===== config.mk =====
export PLATFORM = sky130hd
export DESIGN_NAME = conv_layer_input_feeder
export DESIGN_NICKNAME = d
export VERILOG_FILES = /design/src/rtl/conv_layer_pkg.sv /design/src/rtl/conv_layer_feeder_addr_gen.sv /design/src/rtl/conv_layer_input_feeder.sv
export SDC_FILE = /design/constraint.sdc
export NUM_CORES = 1
export LEC_CHECK = 0
export ABC_AREA = 1
export CAP_MARGIN = 20
export CORE_MARGIN = 5
export CORE_UTILIZATION = 47
export CTS_BUF_LIST = sky130_fd_sc_hd__clkbuf_16
export DETAILED_ROUTE_END_ITERATION = 10
export GPL_ROUTABILITY_DRIVEN = 0
export GPL_TIMING_DRIVEN = 1
export PLACE_DENSITY = 0.79
export SLEW_MARGIN = 25
export SYNTH_ARGS = -nofsm -noshare
export SYNTH_HDL_FRONTEND = slang
export SYNTH_SLANG_ARGS = --single-unit

===== constraint.sdc =====
create_clock -name clk -period 2.7 [get_ports clk]
set_input_delay 0.405 -clock clk [delete_from_list [all_inputs] [get_ports clk]]
set_output_delay 0.405 -clock clk [all_outputs]
set_load 0.01 [all_outputs]

===== src/rtl/conv_layer_pkg.sv =====
// -----------------------------------------------------------------------------
// conv_layer_pkg
// Shared definitions for the conv layer input path. It holds the row buffer
// command encoding, the load-finished ack level, the default word width, the
// feeder FSM state encoding and the address generator operation codes.
// -----------------------------------------------------------------------------
package conv_layer_pkg;

    localparam int DATA_WIDTH_DEF = 32;

    // Row buffer command encoding.
    typedef enum logic [1:0] {
        CMD_INIT = 2'd0,
        CMD_IDLE = 2'd1,
        CMD_LOAD = 2'd2,
        CMD_READ = 2'd3
    } buf_cmd_t;

    // Level that the buffer drives on buf_ack once a row load has finished.
    localparam logic ACK_LOAD_FIN = 1'b1;

    typedef enum logic [2:0] {
        ST_IDLE,
        ST_INIT,
        ST_FETCH,
        ST_LOAD,
        ST_WAIT_ACK,
        ST_READ,
        ST_DONE
    } feeder_state_t;

    // Per-cycle operation that the feeder requests from the address generator.
    typedef enum logic [2:0] {
        ADDR_HOLD,
        ADDR_CLEAR,     // new frame: row = col = 0
        ADDR_BASE,      // entering FETCH: address column 0 of the current row
        ADDR_PREFETCH,  // FETCH -> LOAD: address column 1
        ADDR_STEP,      // mid-row LOAD cycle: col+1, address col+2
        ADDR_NEXT_ROW   // final LOAD cycle: col = 0, row+1
    } addr_op_t;

endpackage


===== src/rtl/conv_layer_feeder_addr_gen.sv =====
// -----------------------------------------------------------------------------
// conv_layer_feeder_addr_gen
// Row/column counters and the registered memory address for the input feeder.
// The address always runs one column ahead of col, because memory read data
// returns one cycle after the strobe.
//
// Ports:
//   clk, rst  : rising-edge clock, synchronous active-high reset
//   op        : operation requested by the feeder FSM this cycle
//   row       : number of rows fully loaded in the current frame
//   col       : column being transferred in the current LOAD cycle
//   mem_addr  : registered word address row*INPUT_SIZE + column
// -----------------------------------------------------------------------------
module conv_layer_feeder_addr_gen
    import conv_layer_pkg::*;
#(
    parameter  int INPUT_SIZE = 8,
    parameter  int ADDR_WIDTH = 6,
    localparam int CNT_WIDTH  = $clog2(INPUT_SIZE) + 1
) (
    input  logic                  clk,
    input  logic                  rst,
    input  addr_op_t              op,
    output logic [CNT_WIDTH-1:0]  row,
    output logic [CNT_WIDTH-1:0]  col,
    output logic [ADDR_WIDTH-1:0] mem_addr
);

    function automatic logic [ADDR_WIDTH-1:0] word_addr(input int r, input int c);
        return ADDR_WIDTH'(r * INPUT_SIZE + c);
    endfunction

    // NOTE: registers are written with non-blocking assignments so every
    // always_ff block samples pre-edge values, independent of block order.
    always_ff @(posedge clk) begin
        if (rst) begin
            row      <= '0;
            col      <= '0;
            mem_addr <= '0;
        end else begin
            case (op)
                ADDR_CLEAR: begin
                    row      <= '0;
                    col      <= '0;
                    mem_addr <= '0;
                end
                ADDR_BASE: begin
                    col      <= '0;
                    mem_addr <= word_addr(int'(row), 0);
                end
                ADDR_PREFETCH: begin
                    mem_addr <= word_addr(int'(row), int'(col) + 1);
                end
                ADDR_STEP: begin
                    col <= col + 1'b1;
                    // Past column INPUT_SIZE-1 there is nothing to read; holding
                    // the address keeps it from stepping into the next row.
                    if (int'(col) < INPUT_SIZE - 2)
                        mem_addr <= word_addr(int'(row), int'(col) + 2);
                end
                ADDR_NEXT_ROW: begin
                    col <= '0;
                    row <= row + 1'b1;
                end
                default: ;
            endcase
        end
    end

endmodule


===== src/rtl/conv_layer_input_feeder.sv =====
// -----------------------------------------------------------------------------
// conv_layer_input_feeder
// Fetches an INPUT_SIZE x INPUT_SIZE feature map from word-addressed memory and
// streams it row by row into the conv row buffer (LOAD), waiting for the
// buffer's load-finished ack after each row. Once KERNEL_SIZE rows are
// resident, it presents one KERNEL_SIZE-row window per loaded row (READ,
// buf_array_idx 0..KERNEL_SIZE-1) to the conv core.
//
// Ports:
//   clk, rst        : rising-edge clock, synchronous active-high reset
//   start           : frame start pulse, ignored unless idle
//   busy/done/error : frame in progress / end-of-frame pulse / sticky ack timeout
//   mem_rd_en,
//   mem_addr        : memory read strobe and address (row*INPUT_SIZE+col)
//   mem_rd_data     : read data, valid one cycle after mem_rd_en
//   buf_cmd         : row buffer command (INIT/IDLE/LOAD/READ)
//   buf_data        : word presented to the buffer during LOAD
//   buf_array_idx   : buffer array driving the buffer output bus
//   buf_ack         : buffer load-finished ack
//   row_valid,
//   row_ready       : window row handshake with the conv core
// All outputs are registered.
// -----------------------------------------------------------------------------
module conv_layer_input_feeder
    import conv_layer_pkg::*;
#(
    parameter int INPUT_SIZE  = 8,
    parameter int KERNEL_SIZE = 3,
    parameter int DATA_WIDTH  = DATA_WIDTH_DEF,
    parameter int ADDR_WIDTH  = 6,
    parameter int ACK_TIMEOUT = 16
) (
    input  logic                  clk,
    input  logic                  rst,
    input  logic                  start,
    output logic                  busy,
    output logic                  done,
    output logic                  error,
    output logic                  mem_rd_en,
    output logic [ADDR_WIDTH-1:0] mem_addr,
    input  logic [DATA_WIDTH-1:0] mem_rd_data,
    output logic [1:0]            buf_cmd,
    output logic [DATA_WIDTH-1:0] buf_data,
    output logic [1:0]            buf_array_idx,
    input  logic                  buf_ack,
    output logic                  row_valid,
    input  logic                  row_ready
);

    localparam int CNT_WIDTH = $clog2(INPUT_SIZE) + 1;
    localparam int TMO_WIDTH = $clog2(ACK_TIMEOUT) + 1;

    feeder_state_t        state;
    addr_op_t             addr_op;
    logic [CNT_WIDTH-1:0] row;
    logic [CNT_WIDTH-1:0] col;
    logic [TMO_WIDTH-1:0] ack_cnt;

    logic ack_seen;
    logic load_last;
    logic window_last;
    logic rows_primed;
    logic frame_end;
    logic to_fetch;

    conv_layer_feeder_addr_gen #(
        .INPUT_SIZE (INPUT_SIZE),
        .ADDR_WIDTH (ADDR_WIDTH)
    ) u_addr_gen (
        .clk      (clk),
        .rst      (rst),
        .op       (addr_op),
        .row      (row),
        .col      (col),
        .mem_addr (mem_addr)
    );

    // Transition conditions shared by the FSM and the address generator, so
    // both agree on the cycle in which a new row fetch begins.
    // NOTE: every signal gets a value before any branch, so always_comb
    // never has a path that leaves a signal unassigned (no latch).
    always_comb begin
        ack_seen    = (buf_ack == ACK_LOAD_FIN);
        load_last   = (int'(col) == INPUT_SIZE - 1);
        window_last = row_ready && (int'(buf_array_idx) == KERNEL_SIZE - 1);
        rows_primed = (int'(row) >= KERNEL_SIZE);
        frame_end   = (int'(row) == INPUT_SIZE);
        to_fetch    = (state == ST_INIT)
                   || (state == ST_WAIT_ACK && ack_seen && !rows_primed)
                   || (state == ST_READ && window_last && !frame_end);

        addr_op = ADDR_HOLD;
        if (state == ST_IDLE && start)
            addr_op = ADDR_CLEAR;
        else if (to_fetch)
            addr_op = ADDR_BASE;
        else if (state == ST_FETCH)
            addr_op = ADDR_PREFETCH;
        else if (state == ST_LOAD)
            addr_op = load_last ? ADDR_NEXT_ROW : ADDR_STEP;
    end

    // Outputs are assigned on the edge that enters a state, so they hold the
    // values belonging to the state the FSM is currently in.
    always_ff @(posedge clk) begin
        if (rst) begin
            state         <= ST_IDLE;
            buf_cmd       <= CMD_INIT;
            buf_data      <= '0;
            buf_array_idx <= '0;
            busy          <= 1'b0;
            done          <= 1'b0;
            error         <= 1'b0;
            mem_rd_en     <= 1'b0;
            row_valid     <= 1'b0;
            ack_cnt       <= '0;
        end else begin
            done <= 1'b0;
            case (state)
                ST_IDLE: begin
                    buf_cmd <= CMD_IDLE;
                    if (start) begin
                        error   <= 1'b0;
                        busy    <= 1'b1;
                        buf_cmd <= CMD_INIT;
                        state   <= ST_INIT;
                    end
                end

                ST_INIT: begin
                    buf_cmd   <= CMD_IDLE;
                    mem_rd_en <= 1'b1;
                    state     <= ST_FETCH;
                end

                ST_FETCH: begin
                    buf_cmd   <= CMD_LOAD;
                    mem_rd_en <= 1'b1;
                    state     <= ST_LOAD;
                end

                ST_LOAD: begin
                    buf_data  <= mem_rd_data;
                    // The read issued now returns for column col+2; stop once
                    // that would be past the end of the row.
                    mem_rd_en <= (int'(col) < INPUT_SIZE - 2);
                    if (load_last) begin
                        ack_cnt <= '0;
                        state   <= ST_WAIT_ACK;
                    end
                end

                ST_WAIT_ACK: begin
                    if (ack_seen) begin
                        if (!rows_primed) begin
                            buf_cmd   <= CMD_IDLE;
                            mem_rd_en <= 1'b1;
                            state     <= ST_FETCH;
                        end else begin
                            buf_cmd       <= CMD_READ;
                            row_valid     <= 1'b1;
                            buf_array_idx <= '0;
                            state         <= ST_READ;
                        end
                    end else if (int'(ack_cnt) == ACK_TIMEOUT - 1) begin
                        error   <= 1'b1;
                        busy    <= 1'b0;
                        done    <= 1'b1;
                        buf_cmd <= CMD_IDLE;
                        state   <= ST_DONE;
                    end else begin
                        ack_cnt <= ack_cnt + 1'b1;
                    end
                end

                ST_READ: begin
                    if (row_ready) begin
                        if (window_last) begin
                            row_valid <= 1'b0;
                            buf_cmd   <= CMD_IDLE;
                            if (frame_end) begin
                                busy  <= 1'b0;
                                done  <= 1'b1;
                                state <= ST_DONE;
                            end else begin
                                // The next LOAD shifts the buffer arrays up a row.
                                mem_rd_en <= 1'b1;
                                state     <= ST_FETCH;
                            end
                        end else begin
                            buf_array_idx <= buf_array_idx + 1'b1;
                        end
                    end
                end

                ST_DONE: begin
                    buf_cmd <= CMD_IDLE;
                    state   <= ST_IDLE;
                end

                default: state <= ST_IDLE;
            endcase
        end
    end

endmodule


==> summary.md <==
| Metric | Value |
|---|---|
| Clock transition at path regs | `around 0.05 ns` |
| Slowest stage delay, CP | `approximately 0.42 ns` |
| Post-route ant nets | `0` |
| # rows | `28` |
| Die H | `slightly below 90 um` |
| CP cell instances | `ha_2, nand2_1, nor2_4, nor2_8, o21ai_1, xor2_1, inv_1, ha_1, inv_1, fa_1, xor2_1, o21ai_0, nor2_1, nor2_1` |
| Largest net degree at the start of global routing | `36` |
| Max Cap Viol | `0` |
| Max Freq | `between 400 and 500 MHz` |
| Synth top area cells | `dfxtp_1, nor2_1, nand2_1, o21ai_0, inv_1` |
| Diode count | `0` |
| Root Driver | `clkbuf_16` |
| First-pass GRT wire length | `about 13000 um` |
| Worst-Margin Slew | `about 0.66 ns` |
| Status | `complete, no violations` |
| CTS Buf Count | `9` |
| Final wirelength | `about 7500 um` |
| Drt initial violations | `144` |
| # setup viols final | `0` |
| Synth top area share | `0.433` |
| IO Count | `84` |
| Syn avg cell area | `~7.2 um2` |
| HPWL Detailed | `5330 um` |
| Core box area | `0.00596 mm2` |
| CTS tree | `done` |
| Slew Viols, Final | `0` |
| Net count, final | `between 500 and 600` |
| Yosys top cell by area | `dfxtp_1` |
| Hold/Removal Path Class | `flop to flop` |
| Initial Util | `0.489` |
| Pwr dens | `~780 mW/mm2` |
| Buffers on Ports | `slightly above 80` |
| CP max FO | `10` |
| Die Span X | `88.7 um` |
| Crit path buffers/inverters | `2` |
| Top delay family on crit path | `adder cells` |
| Initial antenna violation count | `0` |
| Register area | `0.00126 mm2` |
| Post-Synthesis Net Count | `around 450` |
| Drc violations | `0` |
| Leak pwr | `1.75 nW` |
| Total vias in the final route | `about 2900` |
| Top_reg_cell synth | `dfxtp_1` |
| Top-count cell post-synth | `nor2_1` |
| Min-delay src | `busy` |
| Depth of the CTS H-tree | `3` |
| Rel. slew slack | `0.560` |
| GRT Overall Usage | `0.202` |
| Clk_lat worst skew | `0.32 ns` |
| Clk_skew | `just over 0.006 ns` |
| Number of flops mapped to enable cells by yosys | `0` |
| Number of global-route vias before repair | `just under 3000` |
| Multi-input logic area | `0.00147 mm2` |
| GR Overflow Total | `0` |
| Routed WL per cell | `between 10 and 15 um` |
| Longest Clk Path Bufs | `2` |
| Synth Register Bits | `63` |
| Fillcell total | `around 530` |
| Post-synthesis instance total | `402` |
| Crit path capture type | `flop` |
| Worst Path Arrival | `2.69 ns` |
| Critical-path top delay cell | `dfxtp_1` |
| Clock period minus worst slack | `around 2.4 ns` |
| Synth cell types | `36` |
| Share of layout cells above drive strength 1 | `0.0808` |
| Crit Path Class | `flop to flop` |
| Final Hold Viols | `0` |
| CP startpoint kind | `flop` |
| Seq/Total Area, Yosys | `0.433` |
| Period utilization | `0.902` |
| R2R Path Start | `u_addr_gen.col[0]` |
| Worst EP required | `approximately 3.0 ns` |
| CTS sink count | `63` |
| Top post-synthesis cells by count | `nor2_1, dfxtp_1, nand2_1, o21ai_0, inv_1` |
| Via density | `5.09` |
| Synthesized cell area | `a little under 0.003 mm2` |
| Synth-to-Final Area Change | `41.7%` |
| First-pass DRT Iterations | `4` |
| Die area | `a little under 0.008 mm2` |
| Final core occ | `0.692` |
| Worst VDD drop | `approximately 460 uV` |
| Ys Warns | `0` |
| Critical path origin | `u_addr_gen.col[0]` |
| Setup_tns | `0 ns` |
| Async S/R FF share, synth | `0` |
| RSZ-0062 raised after global routing | `no` |
[flip-flops by register name, summed over array words and instances (netlist names)]
register	cells
ack_cnt	5
done	1
u_addr_gen.mem_addr	6
error	1
buf_array_idx	2
u_addr_gen.col	4
u_addr_gen.row	4
state	3
mem_rd_en	1
row_valid	1
buf_cmd	2
busy	1
buf_data	32
[cell families after synthesis]
| family | share of synthesized area |
|---|---|
| AOI/OAI and AO/OA | 0.138 |
| xor gates and xnor gates | 0.0150 |
| adders and majority gates | 0.0413 |
| buffers and inverters | 0.0662 |
| DFF | 0.433 |
| and+or+nand+nor | 0.306 |
[layout by cell type (no fill, tap or decap), types with 2 or more instances in the layout]
cell type,instances
inv_1,32
inv_4,2
nor2_8,2
nand3_1,16
nor3_1,5
dfxtp_1,63
nand3b_1,5
buf_4,6
clkdlybuf4s50_1,83
inv_2,5
nand3_2,2
nand2_1,62
clkbuf_16,9
xor2_1,4
nand4_1,3
nor2_1,95
a21oi_1,22
a31oi_1,2
ha_1,7
o21ai_0,45
o21ai_1,2
nand2_2,2
clkinv_2,3
[path summary, 6_finish.rpt]
check | end | slack, ns | depth (start not counted)
setup / recovery | u_addr_gen.mem_addr[5] | 0.26 | 14
hold / removal | busy | 0.46 | 2
setup reg to reg | u_addr_gen.mem_addr[5] | 0.26 | 14
hold reg to reg | busy | 0.46 | 2
[what timing repair did]
item	4_1_cts	5_1_grt
hold buffers	0	0
setup buffers	0	0
gates resized for setup	0	4
setup endpoints to repair	0	2
[layout make-up]
type | count | area share
clock buffers | 9 | 0.0546
repair buffers | 89 | 0.212
flip-flops and latches | 63 | 0.306
multi-input cells | 290 | 0.356
well taps | 75 | 0.0228
clock inverters | 7 | 0.0137
inverters | 37 | 0.0349
[power breakdown]
part	switching (mW)	internal, mW
logic	0.530	0.447
clock network	0.386	0.698
registers	0.0897	1.08
[worst min-delay path: cells and delay by family (launching register included)]
kind | cells | cell delay [ns]
AO/OA/AOI/OAI | 1 | 0.05
AND/OR/NAND/NOR | 1 | 0.06
flip-flops | 1 | 0.31
[metrics by stage]
| stage | power (mW) | hold slack (ns) | cells | setup slack [ns] | cell area (um2) |
|---|---|---|---|---|---|
| global route | 3.43 | 0.496 | 570 | 0.0523 | 4120 |
| floorplan | 1.73 | 0.465 | 402 | 0.299 | 2910 |
| finish | 3.23 | 0.461 | 570 | 0.265 | 4120 |
| CTS | 3.25 | 0.463 | 570 | 0.0221 | 4110 |
| detailed placement | 2.16 | 0.457 | 554 | 0.0836 | 3830 |
| global placement | 2.14 | 0.451 | 554 | 0.200 | 3830 |
[routing by layer]
| layer | wire length, um | share of wire | GRT usage | vias up |
|---|---|---|---|---|
| met4 | 101 | 0.014 | 0.0824 | 0 |
| met5 | 0 | 0 | 0 | - |
| met2 | 3490 | 0.47 | 0.328 | 97 |
| met1 | 3140 | 0.42 | 0.236 | 1314 |
| li1 | - | - | - | 1481 |
| met3 | 740 | 0.099 | 0.0810 | 10 |
No activity file was read; power rests on OpenSTA's default activity.
